$ cat config.mk
export PLATFORM = sky130hd
export DESIGN_NAME = prng_sum_gen
export DESIGN_NICKNAME = d
export VERILOG_FILES = /design/src/rtl/prng_sum_gen_pkg.sv /design/src/rtl/prng_sum_gen_lfsr.sv /design/src/rtl/prng_sum_gen.sv
export SDC_FILE = /design/constraint.sdc
export NUM_CORES = 1
export LEC_CHECK = 0
export ABC_AREA = 1
export CAP_MARGIN = 20
export CELL_PAD_IN_SITES_DETAIL_PLACEMENT = 1
export CELL_PAD_IN_SITES_GLOBAL_PLACEMENT = 1
export CORE_UTILIZATION = 47
export DETAILED_ROUTE_END_ITERATION = 6
export PLACE_DENSITY = 0.83
export SETUP_SLACK_MARGIN = 0.05
export SLEW_MARGIN = 40
export SYNTH_ARGS = -nofsm -noshare
export SYNTH_HDL_FRONTEND = slang
export SYNTH_SLANG_ARGS = --single-unit
$ cat constraint.sdc
create_clock -name clk -period 5.9 [get_ports clk]
set_clock_uncertainty 0.05 [all_clocks]
set_input_delay 1.18 -clock clk [delete_from_list [all_inputs] [get_ports clk]]
set_output_delay 1.18 -clock clk [all_outputs]
set_load 0.05 [all_outputs]
$ cat src/rtl/prng_sum_gen_pkg.sv
// prng_pkg: shared types and helpers for prng_sum_gen.
// FSM state encoding, output width rule and LFSR zero-seed fixup.
package prng_pkg;

    typedef enum logic {
        WARM = 1'b0,
        RUN  = 1'b1
    } state_t;

    // Full-precision sum of three sub-WIDTH signed terms.
    function automatic int sum_width(input int width);
        return width + 1;
    endfunction

    // An all-zero LFSR never leaves zero, so map it to 1.
    // Callers zero-extend their slice to 64 bits and cast back.
    function automatic logic [63:0] nz_fix(input logic [63:0] v);
        return (v == 64'd0) ? 64'd1 : v;
    endfunction

endpackage

$ cat src/rtl/prng_sum_gen_lfsr.sv
// lfsr: one combinational Fibonacci LFSR step.
// Shifts toward the MSB and feeds the tap parity into bit 0.
module lfsr #(
    parameter int WIDTH = 18
) (
    input  logic [WIDTH-1:0] cur,
    output logic [WIDTH-1:0] nxt
);

    localparam logic [WIDTH-1:0] ONE = {{(WIDTH-1){1'b0}}, 1'b1};

    // Maximal-length taps (1-based bit numbers), up to four per width.
    function automatic logic [WIDTH-1:0] tap_mask(input int w);
        logic [31:0]      t;
        logic [WIDTH-1:0] m;
        int               tp;
        m = '0;
        case (w)
            6:       t = {8'd6,  8'd5,  8'd0,  8'd0};
            7:       t = {8'd7,  8'd6,  8'd0,  8'd0};
            8:       t = {8'd8,  8'd6,  8'd5,  8'd4};
            9:       t = {8'd9,  8'd5,  8'd0,  8'd0};
            10:      t = {8'd10, 8'd7,  8'd0,  8'd0};
            11:      t = {8'd11, 8'd9,  8'd0,  8'd0};
            12:      t = {8'd12, 8'd6,  8'd4,  8'd1};
            13:      t = {8'd13, 8'd4,  8'd3,  8'd1};
            14:      t = {8'd14, 8'd5,  8'd3,  8'd1};
            15:      t = {8'd15, 8'd14, 8'd0,  8'd0};
            16:      t = {8'd16, 8'd15, 8'd13, 8'd4};
            17:      t = {8'd17, 8'd14, 8'd0,  8'd0};
            18:      t = {8'd18, 8'd11, 8'd0,  8'd0};
            19:      t = {8'd19, 8'd6,  8'd2,  8'd1};
            20:      t = {8'd20, 8'd17, 8'd0,  8'd0};
            21:      t = {8'd21, 8'd19, 8'd0,  8'd0};
            22:      t = {8'd22, 8'd21, 8'd0,  8'd0};
            23:      t = {8'd23, 8'd18, 8'd0,  8'd0};
            24:      t = {8'd24, 8'd23, 8'd22, 8'd17};
            25:      t = {8'd25, 8'd22, 8'd0,  8'd0};
            26:      t = {8'd26, 8'd6,  8'd2,  8'd1};
            27:      t = {8'd27, 8'd5,  8'd2,  8'd1};
            28:      t = {8'd28, 8'd25, 8'd0,  8'd0};
            29:      t = {8'd29, 8'd27, 8'd0,  8'd0};
            30:      t = {8'd30, 8'd6,  8'd4,  8'd1};
            31:      t = {8'd31, 8'd28, 8'd0,  8'd0};
            32:      t = {8'd32, 8'd22, 8'd2,  8'd1};
            default: t = {8'd0,  8'd0,  8'd0,  8'd0};
        endcase
        if (t == 32'd0) begin
            // Outside the table: still cycles, not maximal.
            m = (ONE << (w - 1)) | (ONE << (w - 2));
        end else begin
            for (int i = 0; i < 4; i++) begin
                tp = int'(t[i*8 +: 8]);
                if (tp > 0) begin
                    m = m | (ONE << (tp - 1));
                end
            end
        end
        return m;
    endfunction

    localparam logic [WIDTH-1:0] TAPS = tap_mask(WIDTH);

    assign nxt = {cur[WIDTH-2:0], ^(cur & TAPS)};

endmodule

$ cat src/rtl/prng_sum_gen.sv
// prng_sum_gen: pseudo-Gaussian samples from the sum of three LFSRs.
// Seedable, discards WARMUP advances, streams over valid/ready.
module prng_sum_gen
    import prng_pkg::*;
#(
    parameter int WIDTH  = 18,
    parameter int WARMUP = 16
) (
    input  logic                                clk,
    input  logic                                rst,
    input  logic                                seed_load,
    input  logic [WIDTH-1:0]                    seed,
    output logic                                m_valid,
    input  logic                                m_ready,
    output logic signed [sum_width(WIDTH)-1:0] m_data
);

    localparam int SW = sum_width(WIDTH);
    localparam int CW = (WARMUP > 1) ? $clog2(WARMUP) : 1;
    localparam logic [CW-1:0] LAST = CW'(WARMUP - 1);

    state_t            state_q, state_d;
    logic [CW-1:0]     cnt_q, cnt_d;
    logic [WIDTH-1:0]  s0_q, s0_d, s0_nx, seed0;
    logic [WIDTH-2:0]  s1_q, s1_d, s1_nx, seed1;
    logic [WIDTH-3:0]  s2_q, s2_d, s2_nx, seed2;
    logic              valid_q, valid_d;
    logic signed [SW-1:0] data_q, data_d, sum;
    logic              accept;

    lfsr #(.WIDTH(WIDTH))     u_l0 (.cur(s0_q), .nxt(s0_nx));
    lfsr #(.WIDTH(WIDTH - 1)) u_l1 (.cur(s1_q), .nxt(s1_nx));
    lfsr #(.WIDTH(WIDTH - 2)) u_l2 (.cur(s2_q), .nxt(s2_nx));

    assign seed0 = WIDTH'(nz_fix(64'(seed)));
    assign seed1 = (WIDTH-1)'(nz_fix(64'(seed[WIDTH-2:0])));
    assign seed2 = (WIDTH-2)'(nz_fix(64'(seed[WIDTH-3:0])));

    // s0 drops its LSB so all three terms stay near the same scale.
    assign sum = {{2{s0_q[WIDTH-1]}}, s0_q[WIDTH-1:1]}
               + {{2{s1_q[WIDTH-2]}}, s1_q}
               + {{3{s2_q[WIDTH-3]}}, s2_q};

    assign accept  = !valid_q || m_ready;
    assign m_valid = valid_q;
    assign m_data  = data_q;

    // Next-state: seed load wins, then warm-up advance or sample issue.
    always_comb begin
        state_d = state_q;
        cnt_d   = cnt_q;
        s0_d    = s0_q;
        s1_d    = s1_q;
        s2_d    = s2_q;
        valid_d = valid_q;
        data_d  = data_q;
        if (seed_load) begin
            s0_d    = seed0;
            s1_d    = seed1;
            s2_d    = seed2;
            cnt_d   = '0;
            valid_d = 1'b0;
            state_d = WARM;
        end else begin
            unique case (state_q)
                WARM: begin
                    s0_d = s0_nx;
                    s1_d = s1_nx;
                    s2_d = s2_nx;
                    if (cnt_q == LAST) begin
                        state_d = RUN;
                    end else begin
                        cnt_d = cnt_q + CW'(1);
                    end
                end
                RUN: begin
                    if (accept) begin
                        data_d  = sum;
                        valid_d = 1'b1;
                        s0_d    = s0_nx;
                        s1_d    = s1_nx;
                        s2_d    = s2_nx;
                    end
                end
                default: begin
                    state_d = WARM;
                end
            endcase
        end
    end

    // State registers; reset seeds every LFSR with 1.
    always_ff @(posedge clk or posedge rst) begin
        if (rst) begin
            state_q <= WARM;
            cnt_q   <= '0;
            s0_q    <= WIDTH'(1);
            s1_q    <= (WIDTH-1)'(1);
            s2_q    <= (WIDTH-2)'(1);
            valid_q <= 1'b0;
            data_q  <= '0;
        end else begin
            state_q <= state_d;
            cnt_q   <= cnt_d;
            s0_q    <= s0_d;
            s1_q    <= s1_d;
            s2_q    <= s2_d;
            valid_q <= valid_d;
            data_q  <= data_d;
        end
    end

endmodule

==> results.ini <==
[status]
run_status=complete, no violations

[timing]
fmax_ghz=0.3539
setup_tns_ns=0
setup_viol=0
rsz0062_at_grt=no
drv_slew=0
max-slew-margin-rel_pct=54.38
finalCritPeriodShare_pct=47.89
worst_pin_slew_ns=0.6834
timing.final.hold_violations=0
layout_min_cycle_time_ns=2.826

[grt]
grt_max_degree=56
grt_pass1_vias=4102
antenna_found_initial=0
grt_remaining_overflow=0
grt_pass1_wl_um=19780
grt_use_total_pct=24.77

[critical_path]
critical_path.slowest_cell=nor2_8
crit_type=input pin to flop
startpoint_type=input pin
crit_arrival_ns=2.99
cp_max_fo=48
max_stage_delay_ns=0.51
crit_chain=clkdlybuf4s50_1 -> nor2_2 -> inv_2 -> nor2_8 -> buf_12 -> inv_2 -> nor2_1 -> a21oi_1
critical-path-top-delay-family=buffers and inverters
crit_top_cell=inv_2
end_kind=flop
path_buf_inv=4
critPathRequiredTime_ns=6.07

[cells_and_area]
finalNetCount=662
syn_to_final_growth_pct=14.08
utilization_pct=56.53
drive_above_1_share_pct=5.583
num_antenna_cells=0
fillCellCount=1178
final_cells=738

[synth]
synth_nets=628
syn_area_um2=4666
synth_flop_cell=dfrtp_1
async_flop_share_pct=100.0
syn_avg_cell_area_um2=8.185
synth_edf_count=0
synth_cell_types=30
seq_area_frac_synth_pct=40.84
yosys_warnings=0
ys_seq_elements=76
syn_inst=570

[detailed_routing]
totalWireLength_um=11630
remaining_drc_errors=0
dr.pass1.iters=5
drt-vias-per-instance=5.369
antenna_left=0
dr_total_vias=3962
routedWlPerCell_um=15.75
first_iter_violations=140

[clocking]
root_buffer=clkbuf_8
clk_latency_ns=0.35
cts_buffer_depth=2
htree_levels=3
clock-sinks=76
cts_setup_buffers=0
cts_tree=yes
holdBufCountCts=0
clk_pin_slew_ns=0.08
cts_buffers=9
cts.repair.resized=0

[floorplan]
initial_core_util_pct=49.55
fp-row-count=35
dieWidth_um=101.6
dieArea_um2=10330
coreArea_um2=9415
fp.dieH_um=101.6
ioPinCount=42

[place]
gp_congestion=0.8621
dp_cells=722
io_buffers=41
dp_hpwl_um=8873

[run]
cap_viol_max_count=0

[power_and_ir_drop]
powerDensity_nw_per_um2=282.3
p_leak_nw=2.699
peakVddDrop_v=0.00009980

[worst_hold_path]
hold_path.class=flop to flop

## layout make-up
| cell class | instances | area [um2] | share of cell area, % |
|---|---|---|---|
| well taps | 129 | 161.4 | 3.032 |
| multi-input cells | 391 | 2330 | 43.77 |
| flip-flops and latches | 76 | 1906 | 35.80 |
| repair buffers | 43 | 432.9 | 8.134 |
| inverters | 83 | 315.3 | 5.924 |
| clock inverters | 6 | 40.04 | 0.7522 |
| clock buffers | 10 | 137.6 | 2.586 |
## power breakdown
group | switching (mW) | internal [mW] | total, mW | leakage [nW]
combinational | 0.328 | 0.203 | 0.531 | 1.67
clock | 0.206 | 0.163 | 0.369 | 0.0803
sequential | 0.0430 | 0.560 | 0.603 | 0.952
## cells in the mapped netlist, types with 5 or more instances
| master | count | area [um2] |
|---|---|---|
| a21oi_1 | 68 | 340.3 |
| a22oi_1 | 41 | 307.8 |
| buf_2 | 8 | 40.04 |
| buf_4 | 5 | 37.54 |
| clkbuf_1 | 5 | 18.77 |
| dfrtp_1 | 73 | 1827 |
| fa_1 | 18 | 360.4 |
| ha_1 | 18 | 225.2 |
| inv_1 | 77 | 289.0 |
| inv_2 | 6 | 22.52 |
| nand2_1 | 137 | 514.2 |
| nand3_1 | 22 | 110.1 |
| nand3b_1 | 5 | 37.54 |
| nor2_1 | 38 | 142.6 |
| o21ai_0 | 13 | 65.06 |
| o21ai_1 | 7 | 35.03 |
| xnor2_1 | 8 | 70.07 |
## metrics by stage
| stage | area [um2] | power, mW | setup slack [ns] | hold WS [ns] |
|---|---|---|---|---|
| 3_5_place_dp | 5149 | 1.142 | 2.122 | 0.4158 |
| 5_1_grt | 5323 | 1.612 | 2.916 | 0.4517 |
| 6_report | 5323 | 1.503 | 3.074 | 0.4305 |
| 2_1_floorplan | 4666 | 0.9851 | 2.737 | 0.3835 |
| 4_1_cts | 5326 | 1.514 | 2.461 | 0.4335 |
| 3_3_place_gp | 5126 | 1.116 | 2.074 | 0.4096 |
## sequential cells by signal, summed over array words and instances, names as in the netlist
register / cells
state_q: 1
m_valid: 1
s1_q: 17
m_data: 19
s0_q: 18
s2_q: 16
cnt_q: 4
## per-layer routing
layer | vias up | part of all wire [%] | track usage [%]
met5 | - | 0 | 0
met4 | 0 | 1.2 | 9.253
met3 | 14 | 3.8 | 3.382
met2 | 82 | 48 | 40.96
met1 | 1947 | 47 | 33.21
li1 | 1919 | - | -
## cell usage in the layout, fill, tap and decap left out
| master | instances |
|---|---|
| clkdlybuf4s50_1 | 40 |
| nand3_1 | 22 |
| nor2_1 | 38 |
| a21oi_1 | 68 |
| buf_12 | 1 |
| nor2_8 | 1 |
| dfstp_2 | 3 |
| buf_2 | 1 |
| xor2_1 | 1 |
| a22oi_1 | 41 |
| nor2_2 | 2 |
| o31ai_1 | 1 |
| inv_2 | 5 |
| clkbuf_8 | 10 |
| fa_1 | 18 |
| or2_0 | 1 |
| o21bai_1 | 1 |
| clkinvlp_4 | 4 |
| nand2_1 | 137 |
| o21ai_0 | 13 |
| nand3b_1 | 5 |
| xnor2_1 | 8 |
| dfrtp_1 | 73 |
| nand3_2 | 1 |
| inv_4 | 1 |
| and2_1 | 1 |
| o21ai_1 | 7 |
| buf_4 | 1 |
| clkinv_2 | 3 |
| a31oi_1 | 3 |
| ha_1 | 18 |
| o21ai_2 | 1 |
| nor3_1 | 3 |
| inv_1 | 76 |
## worst paths after layout
path	from	to	slack, ns	depth (start not counted)
min in group asynchronous	rst	s1_q[4]	1.19	2
max	m_ready	s0_q[9]	3.07	8
max reg2reg	s1_q[0]	m_data[13]	3.13	14
max in group asynchronous	rst	s2_q[0]	3.63	3
min	m_data[1]	m_data[1]	0.43	2
min reg2reg	m_data[1]	m_data[1]	0.43	2
## logic make-up (layout without fill, tap and decap cells)
| kind of cell | after synthesis | in the layout | share of synthesized area, % |
|---|---|---|---|
| buffers and inverters | 103 | 142 | 9.225 |
| DFF | 76 | 76 | 40.84 |
| adders and majority gates | 36 | 36 | 12.55 |
| AOI/OAI and AO/OA | 135 | 135 | 16.95 |
| xor gates and xnor gates | 9 | 9 | 1.690 |
| and+or+nand+nor | 211 | 211 | 18.75 |
## worst register-to-register path, cell delays in order (launching register included)
cell and delay (ns):
dfstp_2 0.54, inv_1 0.06, fa_1 0.39, inv_1 0.10, ha_1 0.24, inv_1 0.07, fa_1 0.42, o21ai_2 0.24
nand2_1 0.08, nand2_1 0.13, nand2_1 0.09, nand2_1 0.08, nand2_1 0.05, nand3_1 0.07, nand2_1 0.05
No activity file was read; power rests on OpenSTA's default activity.
